$ cat src/rtl/reg_dest_queue.sv
// Register-destination select plus an in-order queue of pending register-file writes.
// Exposes the oldest pending destination and flags sources that still have a write in flight.
module reg_dest_queue #(
    parameter int unsigned ADDR_W = 5,
    parameter int unsigned DEPTH  = 4,
    parameter int unsigned RA_REG = 31,
    parameter int unsigned SP_REG = 29
) (
    input  logic                     clk,
    input  logic                     reset,
    input  logic [2:0]               reg_dest,
    input  logic [ADDR_W-1:0]        instr_rt,
    input  logic [ADDR_W-1:0]        instr_rd,
    input  logic [ADDR_W-1:0]        instr_rs,
    input  logic                     issue_valid,
    output logic                     issue_ready,
    output logic [ADDR_W-1:0]        dest_sel,
    input  logic                     commit,
    output logic                     wb_valid,
    output logic [ADDR_W-1:0]        wb_dest,
    input  logic [ADDR_W-1:0]        src_a,
    input  logic [ADDR_W-1:0]        src_b,
    output logic                     src_a_busy,
    output logic                     src_b_busy,
    output logic [$clog2(DEPTH):0]   count,
    output logic                     err_illegal,
    output logic                     err_underflow
);

    localparam int unsigned PtrW = $clog2(DEPTH);
    localparam int unsigned CntW = PtrW + 1;

    logic [ADDR_W-1:0] mem_q [DEPTH];
    logic [DEPTH-1:0]  valid_q, valid_d;
    logic [PtrW-1:0]   head_q, head_d;
    logic [PtrW-1:0]   tail_q, tail_d;
    logic [CntW-1:0]   count_q, count_d;
    logic              err_illegal_q, err_illegal_d;
    logic              err_underflow_q, err_underflow_d;

    logic code_legal;
    logic full;
    logic empty;
    logic accept;
    logic enq;
    logic deq;

    // Destination decode; illegal codes yield register 0.
    always_comb begin
        dest_sel   = '0;
        code_legal = 1'b1;
        case (reg_dest)
            3'b000:  dest_sel = instr_rt;
            3'b001:  dest_sel = instr_rd;
            3'b010:  dest_sel = ADDR_W'(RA_REG);
            3'b011:  dest_sel = ADDR_W'(SP_REG);
            3'b100:  dest_sel = instr_rs;
            default: code_legal = 1'b0;
        endcase
    end

    assign full   = (count_q == CntW'(DEPTH));
    assign empty  = (count_q == '0);
    assign accept = issue_valid && !full && !reset;
    // Writes to $zero are accepted but never tracked.
    assign enq    = accept && code_legal && (dest_sel != '0);
    assign deq    = commit && !empty && !reset;

    always_comb begin
        head_d          = head_q;
        tail_d          = tail_q;
        count_d         = count_q;
        valid_d         = valid_q;
        err_illegal_d   = err_illegal_q | (accept && !code_legal);
        err_underflow_d = err_underflow_q | (commit && empty);

        if (enq) begin
            valid_d[tail_q] = 1'b1;
            tail_d          = tail_q + PtrW'(1);
        end
        if (deq) begin
            valid_d[head_q] = 1'b0;
            head_d          = head_q + PtrW'(1);
        end

        case ({enq, deq})
            2'b10:   count_d = count_q + CntW'(1);
            2'b01:   count_d = count_q - CntW'(1);
            default: count_d = count_q;
        endcase
    end

    always_ff @(posedge clk) begin
        if (reset) begin
            head_q          <= '0;
            tail_q          <= '0;
            count_q         <= '0;
            valid_q         <= '0;
            err_illegal_q   <= 1'b0;
            err_underflow_q <= 1'b0;
        end else begin
            head_q          <= head_d;
            tail_q          <= tail_d;
            count_q         <= count_d;
            valid_q         <= valid_d;
            err_illegal_q   <= err_illegal_d;
            err_underflow_q <= err_underflow_d;
        end
    end

    // Payload storage needs no reset; valid bits and wb_valid gate every read.
    always_ff @(posedge clk) begin
        if (enq) begin
            mem_q[tail_q] <= dest_sel;
        end
    end

    always_comb begin
        src_a_busy = 1'b0;
        src_b_busy = 1'b0;
        for (int unsigned i = 0; i < DEPTH; i++) begin
            if (valid_q[i] && (mem_q[i] == src_a)) begin
                src_a_busy = 1'b1;
            end
            if (valid_q[i] && (mem_q[i] == src_b)) begin
                src_b_busy = 1'b1;
            end
        end
        if (src_a == '0) begin
            src_a_busy = 1'b0;
        end
        if (src_b == '0) begin
            src_b_busy = 1'b0;
        end
    end

    assign issue_ready   = !full;
    assign wb_valid      = !empty;
    assign wb_dest       = empty ? '0 : mem_q[head_q];
    assign count         = count_q;
    assign err_illegal   = err_illegal_q;
    assign err_underflow = err_underflow_q;

endmodule

$ cat config.mk
export PLATFORM = sky130hd
export DESIGN_NAME = reg_dest_queue
export DESIGN_NICKNAME = d
export VERILOG_FILES = /design/src/rtl/reg_dest_queue.sv
export SDC_FILE = /design/constraint.sdc
export NUM_CORES = 1
export LEC_CHECK = 0
export BUFFER_PORTS_ARGS = -buffer_cell sky130_fd_sc_hd__buf_2
export CAP_MARGIN = 20
export CORE_UTILIZATION = 56
export CTS_BUF_LIST = sky130_fd_sc_hd__clkbuf_8
export CTS_CLUSTER_SIZE = 8
export DETAILED_ROUTE_END_ITERATION = 16
export GPL_ROUTABILITY_DRIVEN = 0
export PLACE_DENSITY = 0.82
export SKIP_CTS_REPAIR_TIMING = 1
export SLEW_MARGIN = 10
export SYNTH_ARGS = -nofsm -noshare
export SYNTH_HDL_FRONTEND = slang
export SYNTH_SLANG_ARGS = --single-unit
$ cat constraint.sdc
create_clock -name clk -period 2.9 [get_ports clk]
set_input_delay 0.145 -clock clk [delete_from_list [all_inputs] [get_ports clk]]
set_output_delay 0.145 -clock clk [all_outputs]
set_load 0.02 [all_outputs]
==> metrics.yaml, run 1 <==
outcome:
  status: "finished, final reports clean"
sta:
  skew_ns: 0.00880
  worst_slack_ns: 0.406
  setup_viol: 0
  period_minus_slack_ns: 2.49
  max_freq_mhz: 401
  fin_setup_tns_ns: 0
  max_slew.worst_pin.slew_ns: 0.562
  slew_headroom: 0.624
  slew_violations: 0
  fin_crit_sh: 0.860
  rsz0062_at_grt: "no"
  hold_viol: 0
synthesis:
  synthDistinctLibCells: 43
  syn_nets: 266
  syn_area_per_cell_um2: 10.5
  synth_seq_cells: 35
  synth_top_cell_by_area: "edfxtp_1"
  netlist_instances: 224
  netlist_area_um2: 2350
  seq_area_frac_synth: 0.384
  synth_edf_count: 20
  ys.flop_type: "edfxtp_1"
  synth_common_cells: "xor2_1, edfxtp_1, inv_1"
  synth.most_common_cell: "xor2_1"
  synthDominantCellAreaShare: 0.256
  ys_async_sr_fraction: 0
  synth_area_leaders: "edfxtp_1, dfxtp_1, xor2_1, ha_1, mux4_2"
  yosys_warnings: 0
power:
  p_leak_nw: 1.10
  max-vdd-ir-drop_v: 0.000291
  power_density_nw_per_um2: 473
grt:
  grt_usage: 0.232
  grt_pass1_wl_mm: 7.51
  grt_antenna_before_repair: 0
  grt.overflow.total: 0
  grt_pass1_vias: 1620
  grt_max_degree: 17
clock_tree:
  insertion_delay_ns: 0.29
  cts-root-buf: "clkbuf_8"
  h-tree-depth: 2
  clkTransAtPathRegs_ns: 0.07
  cts_inserted_buffers: 5
  cts_sinks: 35
  clock_path_buffers: 2
  cts_tree: "yes"
routing:
  drt_iter0_drc: 57
  vias: 1730
  wl_per_cell_um: 14.9
  dr.pass1.iters: 4
  drcViolationCount: 0
  viasPerCell: 5.47
  antenna_left: 0
  wl_mm: 4.70
floorplan:
  rows: 23
  initial_core_util: 0.587
  coreArea_um2: 4000
  io_pins: 51
  die_area_um2: 4450
  dieWidth_um: 66.7
  fp.dieH_um: 66.7
place:
  portBuffers: 50
  post-place-ws_ns: 0.400
  hpwl_mm: 3.74
cells_and_area:
  drive_above_1_share: 0.289
  area_growth_pct: 15.1
  n_antenna_cell: 0
  nNetsFinal: 307
  fin_util: 0.676
critical_path:
  slowest_delay_ns: 0.42
  arrival_ns: 2.72
  crit_family: "simple AND/OR/NAND/NOR gates"
  cp-end-kind: "register"
  crit_required_ns: 3.13
  cp_common_cell: "inv_1"
  crit_path_top_delay_cell: "or3b_1"
  cp_cell_sequence: "or3b_1, nand3_1, nor2b_1, o21a_1, inv_1, ha_1, inv_1, fa_1, xor2_1, or3_1, a21oi_1"
  r2r-start: "count[0]"
  crit_buf_inv: 2
  cp_max_fo: 7
  startpoint_type: "register"
  path_class: "register to register"
  worstSetupStartpoint: "count[0]"
job:
  drv_cap: 0
min_path:
  hold_class: "input pin to register"
  hp-start: "commit"
registers in the layout (all words and copies together), names as in the netlist, named ones only:
| name | count |
|---|---|
| valid_q | 4 |
| err_illegal | 1 |
| head_q | 2 |
| tail_q | 2 |
| err_underflow | 1 |
| mem_q | 20 |
| count | 3 |
layout make-up:
type | count | area [um^2]
Timing Repair Buffer | 53 | 273
Sequential cell | 35 | 901
Inverter | 18 | 67.6
Clock inverter | 2 | 35.0
Multi-Input combinational cell | 152 | 1280
Clock buffer | 6 | 82.6
Fill cell | 318 | 1300
Tap cell | 50 | 62.6
per-layer routing:
layer  vias up  part of all wire  track usage
met2        57              0.47        0.379
li1        871                 -            -
met1       789              0.45        0.288
met5         -                 0            0
met4         0             0.033        0.122
met3        13             0.043       0.0462
report_power, final:
group          internal [mW]  switching, mW
logic                  0.107          0.150
registers              0.549         0.0227
clock network          0.278          0.171
total                  0.934          0.343
layout by cell type (no fill, tap or decap), types with 8 or more instances in the layout:
master and n:
inv_1 17, buf_2 50, xnor2_1 9, nand3_1 9
nor4_1 8, xor2_1 34, nor2_1 9, ha_1 9
a21oi_1 8, dfxtp_1 15, edfxtp_1 20
cells by family after synthesis:
kind of cell,synth area share
multiplexers,0.0522
adder cells (fa/ha/maj),0.0565
XOR/XNOR,0.160
AND/OR/NAND/NOR,0.162
AO/OA/AOI/OAI,0.115
flip-flops,0.384
buffers and inverters,0.0704
through the flow:
stage,hold slack [ns],power (mW),area [um^2],std cells
5_1_grt,0.144,1.33,2700,316
3_3_place_gp,0.400,0.833,2580,308
3_5_place_dp,0.414,0.838,2580,308
4_1_cts,0.111,1.28,2700,316
2_1_floorplan,0.211,0.766,2350,224
6_report,0.109,1.28,2700,316
path summary, 6_finish.rpt:
check | to | slack, ns | cells past startpoint
worst max-delay path | count[2] | 0.41 | 11
worst min-delay path | err_underflow | 0.11 | 3
worst max register to register | count[2] | 0.41 | 11
worst min register to register | err_underflow | 0.47 | 2
worst min-delay path: cells and delay by family:
kind,cells,cell delay (ns)
buffers and inverters,1,0.09
and+or+nand+nor,1,0.07
AOI/OAI and AO/OA,1,0.05
No activity file was read; power rests on OpenSTA's default activity.
==> run 2, diff against run 1 <==
--- a/config.mk
+++ b/config.mk
@@ -12,7 +12,7 @@
 export CTS_CLUSTER_SIZE = 8
 export DETAILED_ROUTE_END_ITERATION = 16
 export GPL_ROUTABILITY_DRIVEN = 0
-export PLACE_DENSITY = 0.82
+export PLACE_DENSITY_LB_ADDON = 0.08
 export SKIP_CTS_REPAIR_TIMING = 1
 export SLEW_MARGIN = 10
 export SYNTH_ARGS = -nofsm -noshare
==> run 2 against run 1 <==
Effect of this change:
- clock power grew 2%
- sequential cell count unchanged
- via count decreased by 0.46%
- power increased by 0.67%
- final cell count grew 0.32%
==> metrics.yaml, run 2 (synthesis results as in run 1) <==
outcome:
  status: "finished, final reports clean"  # unchanged
clock_tree:
  h-tree-depth: 2  # unchanged
  cts_inserted_buffers: 5  # unchanged
  clkTransAtPathRegs_ns: 0.07  # about the same
  cts_tree: "yes"  # unchanged
  clock_path_buffers: 2  # unchanged
  cts_sinks: 35  # unchanged
  insertion_delay_ns: 0.29  # about the same
  cts-root-buf: "clkbuf_8"  # unchanged
critical_path:
  reg2reg_depth: 11  # unchanged
  r2r-start: "count[2]"  # was count[0]
  cp_cell_sequence: "or3b_1, nand3_1, nor2b_1, o21a_1, inv_1, ha_1, inv_1, fa_1, xor2_1, or3_1, a21oi_1"  # unchanged
  path_class: "register to register"  # unchanged
  arrival_ns: 2.65  # was 2.72 ns
  cp_common_cell: "inv_1"  # unchanged
  crit_end: "count[2]"  # unchanged
  worstSetupStartpoint: "count[2]"  # was count[0]
  cp_max_fo: 5  # was 7
  crit_required_ns: 3.12  # was 3.13 ns
  cp-end-kind: "register"  # unchanged
  slowest_delay_ns: 0.42  # about the same
  startpoint_type: "register"  # unchanged
  r2r_end: "count[2]"  # unchanged
  crit_path_top_delay_cell: "or3b_1"  # unchanged
  r2r_slack_ns: 0.48  # was 0.41 ns
sta:
  rsz0062_at_grt: "no"  # unchanged
  skew_ns: 0.00561  # was 0.00880 ns
  fin_setup_tns_ns: 0  # unchanged
  timing.hold.ws_ns: 0.116  # was 0.109 ns
  slew_violations: 0  # unchanged
  slew_headroom: 0.736  # was 0.624
  setup_viol: 0  # unchanged
  max_slew.worst_pin.slew_ns: 0.393  # was 0.562 ns
  hold_viol: 0  # unchanged
  max_freq_mhz: 413  # was 401 MHz
  period_minus_slack_ns: 2.42  # was 2.49 ns
  fin_crit_sh: 0.835  # was 0.860
cells_and_area:
  drive_above_1_share: 0.292  # was 0.289
  largest_reg_flops: 20  # unchanged
  top_register: "mem_q"  # unchanged
  mostFrequentLayoutCells: "buf_2, xor2_1, edfxtp_1, inv_1, dfxtp_1"  # unchanged
  nNetsFinal: 308  # was 307
  seqCellArea_um2: 901  # unchanged
  nFillCells: 324  # was 318
  multiInputGateArea_um2: 1280  # unchanged
  area_growth_pct: 15.5  # was 15.1%
  n_antenna_cell: 0  # unchanged
  final_common_cell: "buf_2"  # unchanged
power:
  netSwitchingFraction: 0.273  # was 0.269
  p_leak_nw: 1.11  # was 1.10 nW
  p_int_mw: 0.934  # about the same
  power_frac_comb: 0.199  # was 0.202
  power_density_nw_per_um2: 474  # was 473 nW/um^2
  power_switching_mw: 0.352  # was 0.343 mW
  power_frac_clock: 0.356  # was 0.351
  pwr-share-seq: 0.445  # was 0.447
  max-vdd-ir-drop_v: 0.000337  # was 0.000291 V
grt:
  grt_pass1_vias: 1620  # unchanged
  grt.overflow.total: 0  # unchanged
  grt_pass1_wl_mm: 7.66  # was 7.51 mm
  grt_usage: 0.241  # was 0.232
  grt_max_degree: 17  # unchanged
  grt_antenna_before_repair: 0  # unchanged
floorplan:
  die_area_um2: 4450  # unchanged
  coreArea_um2: 4000  # unchanged
  fp.dieH_um: 66.7  # unchanged
  io_pins: 51  # unchanged
  rows: 23  # unchanged
  initial_core_util: 0.587  # unchanged
  dieWidth_um: 66.7  # unchanged
place:
  hpwl_mm: 3.77  # was 3.74 mm
  portBuffers: 50  # unchanged
routing:
  dr.pass1.iters: 4  # unchanged
  viasPerCell: 5.43  # was 5.47
  drt_iter0_drc: 84  # was 57
  vias: 1722  # was 1730
  wl_per_cell_um: 15.2  # was 14.9 um
  wl_mm: 4.81  # was 4.70 mm
  drcViolationCount: 0  # unchanged
  antenna_left: 0  # unchanged
min_path:
  hold_class: "input pin to register"  # unchanged
job:
  drv_cap: 0  # unchanged
[run 2: cell types whose count changed in the layout (fill, tap and decap cells not counted)]
cell,delta
buf_4,+1
[run 2: cell type report]
class                   instances  share of cell area
clock inverters                 2              0.0129
inverters                      18              0.0249
flip-flops and latches         35               0.332
multi-input cells             152               0.473
repair buffers                 54               0.103
well taps                      50              0.0231
clock buffers                   6              0.0305
[run 2: worst max-delay path: cells and delay by family, from the launching register on]
kind,cells,cell delay (ns)
AO/OA/AOI/OAI,2,0.24
AND/OR/NAND/NOR,4,0.92
buffers and inverters,2,0.12
adder cells (fa/ha/maj),2,0.54
flip-flops,1,0.39
XOR/XNOR,1,0.16
[run 2: through the flow]
stage | setup WS (ns) | cell area (um^2) | power [mW] | cells | utilization
6_report | 0.478 | 2710 | 1.29 | 317 | 0.678
2_1_floorplan | 0.237 | 2350 | 0.766 | 224 | -
4_1_cts | 0.479 | 2710 | 1.29 | 317 | 0.678
3_5_place_dp | 0.404 | 2590 | 0.839 | 309 | 0.648
5_1_grt | 0.312 | 2710 | 1.35 | 317 | 0.678
3_3_place_gp | 0.450 | 2590 | 0.837 | 309 | 0.648
[run 2: metal layers]
metal  wire [um]  vias up  track usage
li1            -      873            -
met1        2200      782        0.295
met2        2300       58        0.408
met3         232        9       0.0514
met4          88        0       0.0957
met5           0        -            0
[run 2: worst min-delay path by stage]
stage,startpoint,to,slack (ns),cells past startpoint
floorplan,reset,valid_q[3],0.21,1
detailed placement,commit,err_underflow,0.41,3
finish,commit,err_underflow,0.12,3
global route,commit,err_underflow,0.12,3
CTS,commit,err_underflow,0.11,3
global placement,commit,err_underflow,0.39,3
[run 2: power groups by stage]
stage               Combinational [mW]  Clock, mW  Sequential, mW
floorplan                        0.185          0           0.581
global placement                 0.254          0           0.583
detailed placement               0.256          0           0.583
CTS                              0.257      0.462           0.572
global route                     0.285      0.489           0.575
finish                           0.256      0.457           0.572
==> run 3, diff against run 2 <==
==> constraint.sdc (replaced) <==
create_clock -name clk -period 2.5 [get_ports clk]
set_input_delay 0.125 -clock clk [delete_from_list [all_inputs] [get_ports clk]]
set_output_delay 0.125 -clock clk [all_outputs]
set_load 0.02 [all_outputs]
==> run 3 against run 2 <==
Effect of this change:
- sequential share of layout area fell by 0.23 points
- die area unchanged
- fmax increased by 5.3%
- setup slack got worse by 0.28 ns
- sequential power increased by 16%
- global-route usage decreased by 1.1 points
- worst hold slack got worse by 0.038 ns
==> metrics.yaml, run 3 (synthesis results as in run 1) <==
clock_tree:
  clkTransAtPathRegs_ns: 0.08  # was 0.07 ns
  cts-root-buf: "clkbuf_8"  # unchanged
  cts_inserted_buffers: 5  # unchanged
  h-tree-depth: 2  # unchanged
  insertion_delay_ns: 0.29  # about the same
  cts_sinks: 35  # unchanged
  clock_path_buffers: 2  # unchanged
  cts_tree: "yes"  # unchanged
critical_path:
  arrival_ns: 2.52  # was 2.65 ns
  reg2reg_depth: 11  # unchanged
  r2r_end: "count[2]"  # unchanged
  worstSetupStartpoint: "count[2]"  # unchanged
  r2r_slack_ns: 0.20  # was 0.48 ns
  cp-end-kind: "register"  # unchanged
  startpoint_type: "register"  # unchanged
  crit_required_ns: 2.72  # was 3.12 ns
  r2r-start: "count[2]"  # unchanged
  cp_max_fo: 5  # unchanged
  path_class: "register to register"  # unchanged
sta:
  period_minus_slack_ns: 2.30  # was 2.42 ns
  fin_setup_tns_ns: 0  # unchanged
  slew_violations: 0  # unchanged
  timing.hold.ws_ns: 0.0774  # was 0.116 ns
  hold_viol: 0  # unchanged
  skew_ns: 0.00942  # was 0.00561 ns
  setup_viol: 0  # unchanged
  slew_headroom: 0.728  # was 0.736
  rsz0062_at_grt: "no"  # unchanged
  max_slew.worst_pin.slew_ns: 0.405  # was 0.393 ns
  max_freq_mhz: 435  # was 413 MHz
  fin_crit_sh: 0.920  # was 0.835
  worst_slack_ns: 0.201  # was 0.478 ns
cells_and_area:
  final_cells: 320  # was 317
  top_register: "mem_q"  # unchanged
  largest_reg_flops: 20  # unchanged
  final_common_cell: "buf_2"  # unchanged
  nNetsFinal: 311  # was 308
  mostFrequentLayoutCells: "buf_2, xor2_1, edfxtp_1, inv_1, dfxtp_1"  # unchanged
  fin_util: 0.687  # was 0.678
  n_antenna_cell: 0  # unchanged
  drive_above_1_share: 0.326  # was 0.292
  area_growth_pct: 17.1  # was 15.5%
grt:
  grt_pass1_vias: 1529  # was 1620
  grt.overflow.total: 0  # unchanged
  grt_pass1_wl_mm: 7.27  # was 7.66 mm
  grt_max_degree: 17  # unchanged
  grt_usage: 0.229  # was 0.241
  grt_antenna_before_repair: 0  # unchanged
floorplan:
  rows: 23  # unchanged
  fp.dieH_um: 66.7  # unchanged
  initial_core_util: 0.587  # unchanged
  dieWidth_um: 66.7  # unchanged
  die_area_um2: 4450  # unchanged
  coreArea_um2: 4000  # unchanged
  io_pins: 51  # unchanged
min_path:
  whs_path_depth: 3  # unchanged
  holdPathEnd: "err_underflow"  # unchanged
  hp-start: "commit"  # unchanged
  hold_class: "input pin to register"  # unchanged
routing:
  viasPerCell: 5.56  # was 5.43
  wl_per_cell_um: 14.8  # was 15.2 um
  drcViolationCount: 0  # unchanged
  wl_met2_mm: 2.30  # about the same
  antenna_left: 0  # unchanged
  highest_layer: "met4"  # unchanged
  wl_met3_um: 228  # was 232 um
  met1_length_mm: 2.11  # was 2.20 mm
  drt_iter0_drc: 94  # was 84
  vias: 1780  # was 1722
  wl_mm: 4.72  # was 4.81 mm
  dr.pass1.iters: 4  # unchanged
power:
  power_density_nw_per_um2: 539  # was 474 nW/um^2
  max-vdd-ir-drop_v: 0.000324  # was 0.000337 V
  p_leak_nw: 1.12  # was 1.11 nW
job:
  drv_cap: 0  # unchanged
place:
  post-place-ws_ns: 0.136  # was 0.404 ns
  placed_cells: 312  # was 309
  hpwl_mm: 3.67  # was 3.77 mm
  portBuffers: 50  # unchanged
outcome:
  status: "finished, final reports clean"  # unchanged
## run 3: per-stage QoR
| step | cell area [um^2] | total power, mW |
|---|---|---|
| 2_1_floorplan | 2370 | 0.893 |
| 4_1_cts | 2750 | 1.49 |
| 3_5_place_dp | 2640 | 0.984 |
| 5_1_grt | 2750 | 1.54 |
| 3_3_place_gp | 2640 | 0.980 |
| 6_report | 2750 | 1.48 |
## run 3: worst max-delay path by stage
stage	cells after the start	slack, ns	to
2_1_floorplan	13	0.002	count[2]
3_3_place_gp	12	0.20	count[2]
3_5_place_dp	12	0.14	count[2]
4_1_cts	11	0.18	count[2]
5_1_grt	11	0.03	count[2]
6_report	11	0.20	count[2]
## run 3: cell type report
type | count | area [um^2]
timing repair buffer | 57 | 303
clock buffer | 5 | 68.8
sequential | 35 | 907
clock inverter | 3 | 43.8
tap | 50 | 62.6
fill | 314 | 1250
multi-input combinational | 152 | 1290
inverter | 18 | 67.6
## run 3: power breakdown
| part | leakage (nW) | internal (mW) | total [mW] | switching (mW) |
|---|---|---|---|---|
| logic | 0.760 | 0.132 | 0.307 | 0.175 |
| registers | 0.306 | 0.636 | 0.663 | 0.0269 |
| clock network | 0.0581 | 0.297 | 0.511 | 0.214 |
## run 3: routing by layer
metal	vias up	global-route usage
li1	882	-
met1	835	0.282
met2	56	0.381
met3	7	0.0548
met4	0	0.0957
met5	-	0
## run 3: worst max-delay path: stages (launching register included)
cell and delay (ns):
dfxtp_4 0.36, or3b_4 0.38, nand3_1 0.11, nor2b_1 0.06, o21a_1 0.10, inv_1 0.05, ha_2 0.17, inv_1 0.05
fa_2 0.33, xor2_1 0.15, or3_1 0.31, a21oi_1 0.14
